==> src/rtl/stack_up_rx.sv <==
// Upstream receive stage: framing checker, receive FIFO with registered ready,
// and a saturating packet counter with a sticky framing-error flag.
module stack_up_rx #(
  parameter int DATA_W = 64,
  parameter int OOB_W  = 32,
  parameter int TYPE_W = 2,
  parameter int DEPTH  = 8
) (
  input  logic              clk,
  input  logic              reset_poweron,
  input  logic              mgr__stu__valid,
  input  logic [1:0]        mgr__stu__cntl,
  output logic              stu__mgr__ready,
  input  logic [TYPE_W-1:0] mgr__stu__type,
  input  logic [DATA_W-1:0] mgr__stu__data,
  input  logic [OOB_W-1:0]  mgr__stu__oob_data,
  output logic              stu__cons__valid,
  output logic [1:0]        stu__cons__cntl,
  output logic [TYPE_W-1:0] stu__cons__type,
  output logic [DATA_W-1:0] stu__cons__data,
  output logic [OOB_W-1:0]  stu__cons__oob_data,
  input  logic              cons__stu__ready,
  input  logic              sys__stu__clear,
  output logic [15:0]       stu__sys__pktCount,
  output logic              stu__sys__protoErr
);

  localparam int AW       = $clog2(DEPTH);
  localparam int ENT_W    = 2 + TYPE_W + DATA_W + OOB_W;
  localparam int DATA_LSB = OOB_W;
  localparam int TYPE_LSB = OOB_W + DATA_W;
  localparam int CNTL_LSB = OOB_W + DATA_W + TYPE_W;
  localparam logic [AW:0] READY_MAX = (AW+1)'(DEPTH - 2);

  localparam logic [1:0] CNTL_MOM     = 2'b00;
  localparam logic [1:0] CNTL_SOM     = 2'b01;
  localparam logic [1:0] CNTL_EOM     = 2'b10;
  localparam logic [1:0] CNTL_SOM_EOM = 2'b11;

  localparam logic [0:0] ST_IDLE   = 1'b0;
  localparam logic [0:0] ST_IN_PKT = 1'b1;

  if (DEPTH < 4 || (DEPTH & (DEPTH - 1)) != 0) begin : g_depth_chk
    $error("stack_up_rx: DEPTH must be a power of 2 and at least 4");
  end

  function automatic logic [15:0] sat_inc(input logic [15:0] v);
    return (v == 16'hFFFF) ? v : v + 16'd1;
  endfunction

  logic [ENT_W-1:0] mem_q [DEPTH];
  logic [AW:0]      wr_ptr_q, wr_ptr_d;
  logic [AW:0]      rd_ptr_q, rd_ptr_d;
  logic [AW:0]      occ_d;
  logic             ready_q, ready_d;
  logic [0:0]       state_q, state_d;
  logic [15:0]      cnt_q, cnt_d;
  logic             err_q, err_d;

  logic             in_xfer, wr_en, rd_en, empty, full;
  logic             pkt_done, frame_err;
  logic [ENT_W-1:0] head, head_vis;

  assign in_xfer = mgr__stu__valid & ready_q;
  assign empty   = (wr_ptr_q == rd_ptr_q);
  assign full    = (wr_ptr_q[AW] != rd_ptr_q[AW]) &&
                   (wr_ptr_q[AW-1:0] == rd_ptr_q[AW-1:0]);
  assign rd_en   = ~empty & cons__stu__ready;

  // Framing: only accepted beats advance the FSM; stray MOM/EOM in IDLE are dropped
  always_comb begin
    state_d   = state_q;
    wr_en     = 1'b0;
    pkt_done  = 1'b0;
    frame_err = 1'b0;
    if (in_xfer) begin
      if (state_q == ST_IDLE) begin
        case (mgr__stu__cntl)
          CNTL_SOM: begin
            wr_en   = 1'b1;
            state_d = ST_IN_PKT;
          end
          CNTL_SOM_EOM: begin
            wr_en    = 1'b1;
            pkt_done = 1'b1;
          end
          default: frame_err = 1'b1;
        endcase
      end else begin
        wr_en = 1'b1;
        case (mgr__stu__cntl)
          CNTL_MOM: state_d = ST_IN_PKT;
          CNTL_EOM: begin
            pkt_done = 1'b1;
            state_d  = ST_IDLE;
          end
          CNTL_SOM: begin
            frame_err = 1'b1;
            state_d   = ST_IN_PKT;
          end
          default: begin
            frame_err = 1'b1;
            pkt_done  = 1'b1;
            state_d   = ST_IDLE;
          end
        endcase
      end
    end
  end

  // Ready looks at next-cycle occupancy so one in-flight beat always has room
  always_comb begin
    wr_ptr_d = wr_ptr_q + {{AW{1'b0}}, wr_en};
    rd_ptr_d = rd_ptr_q + {{AW{1'b0}}, rd_en};
    occ_d    = wr_ptr_d - rd_ptr_d;
    ready_d  = (occ_d <= READY_MAX);
  end

  always_comb begin
    cnt_d = cnt_q;
    err_d = err_q;
    if (sys__stu__clear) begin
      cnt_d = 16'd0;
      err_d = 1'b0;
    end else begin
      if (pkt_done) cnt_d = sat_inc(cnt_q);
      if (frame_err) err_d = 1'b1;
    end
  end

  always_ff @(posedge clk) begin
    if (reset_poweron) begin
      wr_ptr_q <= '0;
      rd_ptr_q <= '0;
      ready_q  <= 1'b0;
      state_q  <= ST_IDLE;
      cnt_q    <= 16'd0;
      err_q    <= 1'b0;
    end else begin
      wr_ptr_q <= wr_ptr_d;
      rd_ptr_q <= rd_ptr_d;
      ready_q  <= ready_d;
      state_q  <= state_d;
      cnt_q    <= cnt_d;
      err_q    <= err_d;
    end
  end

  // Storage is not reset; the output is masked while the FIFO is empty
  always_ff @(posedge clk) begin
    if (wr_en) begin
      mem_q[wr_ptr_q[AW-1:0]] <= {mgr__stu__cntl, mgr__stu__type,
                                  mgr__stu__data, mgr__stu__oob_data};
    end
  end

  assign head     = mem_q[rd_ptr_q[AW-1:0]];
  assign head_vis = empty ? '0 : head;

  assign stu__mgr__ready     = ready_q;
  assign stu__cons__valid    = ~empty;
  assign stu__cons__cntl     = head_vis[CNTL_LSB +: 2];
  assign stu__cons__type     = head_vis[TYPE_LSB +: TYPE_W];
  assign stu__cons__data     = head_vis[DATA_LSB +: DATA_W];
  assign stu__cons__oob_data = head_vis[0 +: OOB_W];
  assign stu__sys__pktCount  = cnt_q;
  assign stu__sys__protoErr  = err_q;

  wr_full_a: assert property (@(posedge clk) disable iff (reset_poweron) !(wr_en && full));

endmodule

==> config.mk <==
export PLATFORM = sky130hd
export DESIGN_NAME = stack_up_rx
export DESIGN_NICKNAME = d
export VERILOG_FILES = /design/src/rtl/stack_up_rx.sv
export SDC_FILE = /design/constraint.sdc
export NUM_CORES = 1
export LEC_CHECK = 0
export BUFFER_PORTS_ARGS = -buffer_cell sky130_fd_sc_hd__buf_4
export CAP_MARGIN = 0
export CORE_ASPECT_RATIO = 0.8
export CORE_MARGIN = 5
export CORE_UTILIZATION = 40
export DETAILED_ROUTE_END_ITERATION = 16
export PLACE_DENSITY = 0.65
export SLEW_MARGIN = 15
export SYNTH_ARGS = -nofsm -noshare
export SYNTH_HDL_FRONTEND = slang
export SYNTH_SLANG_ARGS = --single-unit
==> constraint.sdc <==
create_clock -name clk -period 9.9 [get_ports clk]
set_input_delay 1.98 -clock clk [delete_from_list [all_inputs] [get_ports clk]]
set_output_delay 1.98 -clock clk [all_outputs]
set_load 0.01 [all_outputs]
==> impl_metrics.toml, run 1 <==
[placed_design]
place.port_buffers = 223
dp_hpwl_um = 36200
dp.cells = 2646
dpl_worst_slack_ns = 4.59
gp_congestion = 0.727
postPlaceCellArea_sq_um = 34600

[synthesis]
yosys.area.top_type = "edfxtp_1"
synth_cell_types = 37
yosysSeqAreaShare = 0.776
ys.flop_type = "edfxtp_1"
ys_warn_count = 0
syn_nets = 1549
synth-edff-count = 800
ys_ff_latch = 827
yosys.area.top_type_share = 0.759
async_flop_share = 0
synthTopCellsByArea = "edfxtp_1 76%, mux4_2 14%, mux2i_1 3.2%, dfxtp_1 1.7%, nor2_1 1.6%"
avgSynthCellArea_sq_um = 22.1
synthCells = 1435
syn_area_sq_um = 31600

[sta]
finalHoldWorstSlack_ns = 0.498
slew_headroom = 0.241
timing.setup.tns_ns = 0
rsz0062_at_grt = "no"
period_share = 0.603
fin_skew_ns = 0.0241
tightest_slew_ns = 1.14
layout_min_cycle_time_ns = 5.97
slew_violations = 0
finalSetupViolCount = 0
fmax_mhz = 167
fin_ws_ns = 3.93
hold_violations = 0

[global_route]
grt_usage = 0.161
overflow = 0
first_global_vias = 16100
antenna_found_initial = 11
grt_max_degree = 115
grt_pass1_wl_um = 102000

[power]
pwr_density_cell_nw_per_um2 = 214
leakage_nw = 11.8
ir_drop_mv = 0.126
p_total_mw = 8.03

[setup_path]
critPathBufInv = 2
critPathCaptureType = "output port"
slowest_stage = "dfxtp_4"
critPathArrivalTime_ns = 3.99
path_max_fanout = 70
worstPathRequired_ns = 7.92
crit_path_frequent_cell = "buf_4"
path_class = "register to output port"
slowest_delay_ns = 1.07
path_cells = "buf_4, mux4_2, mux2i_1, nor2_1, buf_4"
critPathLaunchType = "register"
cp_top_family = "buffers and inverters"

[floorplan]
initial_core_util = 0.403
core_area_sq_um = 78600
chipHeight_um = 262
fp-row-count = 92
io_pins = 224
die-area_sq_um = 84900
die_w_um = 324

[cells_and_area]
fillers = 6445
final_area_sq_um = 37500
regArea_sq_um = 24600
fin_util = 0.477
final_cells = 2804
final_nets = 1812
drive_gt1_frac = 0.335
multiInputGateArea_sq_um = 6820
synthToLayoutAreaGrowth_pct = 18.5

[clock_network]
cts_tree = "done"
insertion_delay_ns = 0.63
cts_setup_buffers = 0
cts_buffers = 84
htreeDepth = 3
hold_buffers = 0
cts_sinks = 827
clk_pin_slew_ns = 0.06
cts_root_buf = "clkbuf_16"
cts_resized = 0
max-clock-path-buffers = 3

[route]
wl_per_cell_um = 24.3
antenna_left = 0
first_pass_iters = 5
drt_wl_total_um = 68200
drc = 0
drt-vias-per-instance = 5.29
first_iter_violations = 1029
vias = 14800

[job]
cap_violations = 0

[worst_hold_path]
min_path_type = "register to register"

[outcome]
status = "finished clean"
flip-flops by register name, summed over array words and instances (netlist names):
name,flops
rd_ptr_q,4
mem_q,800
stu__sys__protoErr,1
state_q,1
stu__sys__pktCount,16
wr_ptr_q,4
stu__mgr__ready,1
cell type report:
class	instances	share of cell area
well taps	1034	0.0345
clock buffers	104	0.0603
clock inverters	52	0.0168
repair buffers	250	0.0504
inverters	8	0.000801
flip-flops and latches	827	0.655
diodes	2	0.000133
multi-input cells	527	0.182
cells by family after synthesis:
kind of cell / Yosys count / synth area share
compound gates: 14 / 0.00368
xor+xnor: 23 / 0.00680
fa+ha+maj: 9 / 0.00380
buf+inv: 81 / 0.0104
flops: 827 / 0.776
mux: 300 / 0.174
simple gates: 181 / 0.0252
routing by layer:
metal	global-route usage	wire length (um)
met1	0.221	29400
met2	0.260	32800
met4	0.0380	1310
met3	0.0436	4630
met5	0	100
cells in the mapped netlist, types with 2 or more instances:
master,number
edfxtp_1,800
mux4_2,200
nor2_1,132
mux2i_1,100
clkbuf_1,40
dfxtp_1,27
buf_2,20
xnor2_1,14
buf_1,13
nand2_1,9
ha_1,8
inv_1,8
xor2_1,8
nand3_1,7
nand4_1,6
nor3_1,6
a21oi_1,4
nor2b_1,4
nor4_1,4
a311oi_1,2
a31oi_1,2
nand2b_1,2
nor3b_1,2
o21ai_0,2
or2_2,2
or3_1,2
tightest hold or removal path: cells and delay by family, from the launching register on:
| kind | cells | cell delay (ns) |
|---|---|---|
| compound gates | 1 | 0.05 |
| flops | 1 | 0.34 |
| simple gates | 1 | 0.07 |
power breakdown:
part | switching [mW] | internal (mW) | total, mW
logic | 0.451 | 0.410 | 0.862
registers | 0.0169 | 3.88 | 3.90
clock network | 1.30 | 1.97 | 3.27
cells in the final DEF, fill, tap and decap left out, types with 13 or more instances in the layout:
cell and instances:
xnor2_1 14, nor2_1 126, buf_4 249, clkbuf_16 88, bufinv_16 13, mux4_2 200, clkbuf_1 16, clkinv_1 16
mux2i_1 100, dfxtp_1 24, edfxtp_1 800
worst paths after layout:
path	start	to	slack, ns	depth (start not counted)
worst max-delay path	rd_ptr_q[1]	stu__cons__data[38]	3.93	5
worst min register to register	stu__sys__protoErr	stu__sys__protoErr	0.50	2
worst max register to register	rd_ptr_q[1]	stu__mgr__ready	5.38	12
worst min-delay path	stu__sys__protoErr	stu__sys__protoErr	0.50	2
Power figures use the tool's default switching activity.
==> inputs of run 2 (changes only) <==
PLACE_DENSITY = 0.63   (was 0.65)
clock period = 5.5 ns   (was 9.9 ns; I/O delays follow)
==> impl_metrics.toml, run 2 (same netlist as run 1, synthesis figures left out) <==
[cells_and_area]
final_cells = 2807
largest_reg_flops = 800
fillers = 6390
drive_gt1_frac = 0.333
mostFrequentLayoutCells = "800 x edfxtp_1, 248 x buf_4, 200 x mux4_2"
final_nets = 1822
multiInputGateArea_sq_um = 6830
final_common_cell = "edfxtp_1"
synthToLayoutAreaGrowth_pct = 18.4
regArea_sq_um = 24600

[worst_hold_path]
min_from = "stu__sys__protoErr"
min_path_type = "register to register"
hold_end = "stu__sys__protoErr"
hold_depth = 2

[route]
first_pass_iters = 7
wl_per_cell_um = 24.1
drt-vias-per-instance = 5.22
antenna_left = 0
drt_wl_total_um = 67600
vias = 14700
first_iter_violations = 1137
drc = 0

[power]
pwr_density_cell_nw_per_um2 = 374
ir_drop_mv = 0.280
p_total_mw = 14.0
leakage_nw = 11.7

[sta]
slew_violations = 0
finalSetupViolCount = 0
rsz0062_at_grt = "no"
finalHoldWorstSlack_ns = 0.490
fmax_mhz = 236
tightest_slew_ns = 1.10
fin_ws_ns = 1.27
fin_skew_ns = 0.0121
hold_violations = 0
layout_min_cycle_time_ns = 4.23
period_share = 0.769
slew_headroom = 0.263

[setup_path]
regToRegSetupSlack_ns = 1.76
critPathArrivalTime_ns = 3.13
timing.rr.end = "stu__mgr__ready"
path_max_fanout = 33
worstPathRequired_ns = 4.40
path_class = "register to output port"
critPathLaunchType = "register"
ff2ff_path_depth = 12
critPathCaptureType = "output port"
reg2reg_from = "rd_ptr_q[1]"

[global_route]
grt_pass1_wl_um = 101000
first_global_vias = 15800
overflow = 0
antenna_found_initial = 6
grt_max_degree = 87
grt_usage = 0.158

[clock_network]
cts_sinks = 827
htreeDepth = 3
cts_root_buf = "clkbuf_16"
hold_buffers = 0
max-clock-path-buffers = 3
cts_buffers = 83
cts_resized = 0
clk_pin_slew_ns = 0.06
cts_tree = "done"
cts_setup_buffers = 0
insertion_delay_ns = 0.63

[placed_design]
dp.cells = 2656
place.port_buffers = 223
dpl_worst_slack_ns = 1.68
dp_hpwl_um = 36500
gp_congestion = 0.719

[floorplan]
die-area_sq_um = 84900
fp-row-count = 92
io_pins = 224
die_w_um = 324
initial_core_util = 0.403
core_area_sq_um = 78600
chipHeight_um = 262

[outcome]
status = "finished clean"

[job]
cap_violations = 0
-- run 2: changes by cell type in the layout (fill, tap and decap cells not counted), sizes merged --
cell	delta
clkinv	-5
clkinvlp	-2
bufinv	-8
buf	+11
clkbuf	+6
diode	+1
-- run 2: through the flow --
step                      setup TNS [ns]  utilization  area (sq um)
after global placement                 0        0.443         34800
final                                  0        0.476         37500
after global routing                   0        0.476         37500
after CTS                              0        0.476         37400
after floorplan                  -278.24            -         31700
after detailed placement               0        0.443         34800
-- run 2: worst max path at each step --
stage	from	slack, ns	end
2_1_floorplan	mgr__stu__cntl[0]	-0.79	mem_q[2][0]
3_3_place_gp	rd_ptr_q[1]	1.79	stu__mgr__ready
3_5_place_dp	rd_ptr_q[1]	1.68	stu__mgr__ready
4_1_cts	rd_ptr_q[1]	1.14	stu__cons__data[48]
5_1_grt	rd_ptr_q[1]	1.01	stu__cons__data[48]
6_report	rd_ptr_q[0]	1.27	stu__cons__data[59]
-- run 2: layout make-up --
class / instances / area share
clock buffer: 110 / 0.0618
sequential: 827 / 0.656
inverter: 8 / 0.000802
clock inverter: 37 / 0.00788
tap: 1034 / 0.0345
multi-input combinational: 527 / 0.182
timing repair buffer: 261 / 0.0565
antenna: 3 / 0.000200
-- run 2: layer usage --
| layer | track usage | vias to the layer above | wire length, um |
|---|---|---|---|
| li1 | - | 6481 | - |
| met2 | 0.268 | 296 | 33600 |
| met1 | 0.210 | 7776 | 29300 |
| met5 | 0 | - | 47 |
| met4 | 0.0379 | 6 | 1300 |
| met3 | 0.0392 | 95 | 3360 |
-- run 2: worst max-delay path: stages, from the launching register on --
cell	delay [ns]
dfxtp_4	0.61
buf_4	0.63
mux4_2	0.58
mux2i_1	0.38
nor2_1	0.10
buf_4	0.17
-- run 2: report_power, final --
group	leakage, nW	internal [mW]	total, mW	switching (mW)
registers	7.43	6.99	7.03	0.0450
logic	3.01	0.753	1.54	0.791
clock network	1.28	3.18	5.44	2.26
==> inputs of run 3 (changes only) <==
ABC_AREA = 1   (was default)
PLACE_DENSITY = 0.65   (was 0.63)
clock period = 3.7 ns   (was 5.5 ns; I/O delays follow)
==> impl_metrics.toml, run 3 <==
[cells_and_area]
synthToLayoutAreaGrowth_pct = 17.2
fillers = 6876
mostFrequentLayoutCells = "800 x edfxtp_1, 637 x nor2_1, 445 x o21ai_0"
largest_reg_flops = 800
fin_util = 0.475
final_common_cell = "edfxtp_1"
final_cells = 3858
final_nets = 2810
drive_gt1_frac = 0.144

[route]
drc = 0
first_iter_violations = 2050
antenna_left = 0
wl_per_cell_um = 20.5
vias = 20400
drt-vias-per-instance = 5.28
first_pass_iters = 5
drt_wl_total_um = 79000

[floorplan]
fp-row-count = 93
chipHeight_um = 266
die-area_sq_um = 87800
core_area_sq_um = 80900
initial_core_util = 0.405
io_pins = 224
die_w_um = 330

[global_route]
grt_pass1_wl_um = 120000
global_route.usage.met3 = 0.0324
overflow = 0
antenna_found_initial = 7
grt_usage = 0.175
grt_use_met1 = 0.240
grt_use_met2 = 0.293
first_global_vias = 20200
busiest_layer = "met2"
grt_max_degree = 154

[setup_path]
critPathArrivalTime_ns = 2.72
path_class = "register to output port"
timing.rr.end = "stu__mgr__ready"
regToRegSetupSlack_ns = 0.92
path_max_fanout = 51
ff2ff_path_depth = 14
worstPathRequired_ns = 2.96
reg2reg_from = "rd_ptr_q[0]"
critPathLaunchType = "register"
critPathCaptureType = "output port"

[worst_hold_path]
min_from = "mgr__stu__data[29]"
hold_end = "mem_q[6][61]"
hold_depth = 1
min_path_type = "input pin to register"

[placed_design]
dp_hpwl_um = 40500
place.port_buffers = 223
gp_congestion = 0.813
dp.cells = 3702

[synthesis]
syn_area_sq_um = 32800
synthTopCellsByArea = "edfxtp_1 73%, nor2_1 7.4%, o21ai_0 6.8%, mux2i_1 3.1%, o22ai_1 1.9%"
ys_ff_latch = 827
synthCells = 2508
avgSynthCellArea_sq_um = 13.1
synth_cell_types = 32
synth_common_cells = "800 x edfxtp_1, 645 x nor2_1, 445 x o21ai_0"
yosysSeqAreaShare = 0.749
yosysMostFrequentCell = "edfxtp_1"
synth-edff-count = 800
yosys.area.top_type_share = 0.733
ys_warn_count = 0
ys.flop_type = "edfxtp_1"
async_flop_share = 0
yosys.area.top_type = "edfxtp_1"
syn_nets = 2622

[power]
leakage_nw = 12.6
combPwrFrac = 0.124
p_total_mw = 21.2
switching_share = 0.244
internal-power_mw = 16.0
p_seq_frac = 0.492
pwr_density_cell_nw_per_um2 = 551
ir_drop_mv = 0.430
clkPwrFrac = 0.384
p_switching_mw = 5.15

[sta]
slew_violations = 0
slew_headroom = 0.304
finalSetupViolCount = 0
timing.setup.tns_ns = 0
rsz0062_at_grt = "no"
hold_violations = 0
fin_skew_ns = 0.0188
tightest_slew_ns = 1.04
period_share = 0.934
layout_min_cycle_time_ns = 3.46
fmax_mhz = 289

[job]
cap_violations = 0

[clock_network]
max-clock-path-buffers = 3
htreeDepth = 3
cts_tree = "done"
insertion_delay_ns = 0.62
cts_root_buf = "clkbuf_16"
cts_sinks = 827
cts_setup_buffers = 0
cts_buffers = 83
clk_pin_slew_ns = 0.06
hold_buffers = 0

[outcome]
status = "finished clean"
[run 3: logic make-up (layout without fill, tap and decap cells)]
kind of cell | count (synthesis) | count (layout) | synth area share
multiplexers | 100 | 100 | 0.0305
other | 0 | 3 | 0
AND/OR/NAND/NOR | 748 | 748 | 0.0871
flip-flops | 827 | 827 | 0.749
XOR/XNOR | 13 | 13 | 0.00347
buffers and inverters | 185 | 440 | 0.0262
adder cells (fa/ha/maj) | 9 | 9 | 0.00366
AO/OA/AOI/OAI | 626 | 626 | 0.0998
[run 3: power by group through the flow]
| stage | clock network (mW) | registers [mW] | logic [mW] |
|---|---|---|---|
| finish | 8.12 | 10.4 | 2.63 |
| global route | 8.75 | 10.4 | 2.91 |
| CTS | 8.31 | 10.4 | 2.60 |
| detailed placement | 0 | 10.6 | 2.59 |
| global placement | 0 | 10.6 | 2.53 |
| floorplan | 0 | 10.6 | 1.55 |
[run 3: worst max path at each step]
| stage | from | to | slack [ns] | cells after the start |
|---|---|---|---|---|
| global placement | rd_ptr_q[2] | stu__cons__oob_data[9] | 0.75 | 5 |
| global route | rd_ptr_q[1] | stu__cons__data[60] | 0.01 | 7 |
| detailed placement | rd_ptr_q[0] | stu__cons__oob_data[9] | 0.77 | 8 |
| CTS | rd_ptr_q[0] | stu__cons__oob_data[9] | 0.09 | 8 |
| finish | rd_ptr_q[0] | stu__cons__oob_data[9] | 0.24 | 8 |
| floorplan | mgr__stu__valid | mem_q[4][0] | -0.71 | 5 |
[run 3: through the flow]
stage / hold WS, ns / instance area, sq um / setup slack, ns
after global routing: 0.303 / 38400 / 0.0115
after global placement: 0.455 / 35800 / 0.751
final: 0.345 / 38400 / 0.243
after CTS: 0.292 / 38400 / 0.0852
after floorplan: 0.458 / 32800 / -0.705
after detailed placement: 0.468 / 35800 / 0.772
[run 3: what timing repair did]
item,in CTS,in global routing
endpoints found under the hold margin,0,0
resized for setup,0,1
endpoints found under the setup margin,0,4
[run 3: worst max-delay path: stages (launching register included)]
cell and delay, ns:
dfxtp_4 0.43, buf_12 0.23, xor2_1 0.16, nor2_1 0.09, nand2_4 0.13, buf_16 0.30
o21ai_0 0.14, nor2_1 0.38, buf_4 0.20
[run 3: cell type report]
| type | instances | area [sq um] | area share |
|---|---|---|---|
| Clock inverter | 41 | 393 | 0.0102 |
| Inverter | 26 | 108 | 0.00280 |
| Timing Repair Buffer | 262 | 2310 | 0.0601 |
| Sequential cell | 827 | 24600 | 0.640 |
| Multi-Input combinational cell | 1496 | 7430 | 0.193 |
| Antenna cell | 3 | 7.51 | 0.000195 |
| Tap cell | 1092 | 1370 | 0.0356 |
| Clock buffer | 111 | 2230 | 0.0582 |
[run 3: per-layer routing]
layer,part of all wire,up-vias
met5,0.00059,-
met4,0.019,6
met3,0.062,118
met2,0.48,615
met1,0.43,10100
li1,-,9520
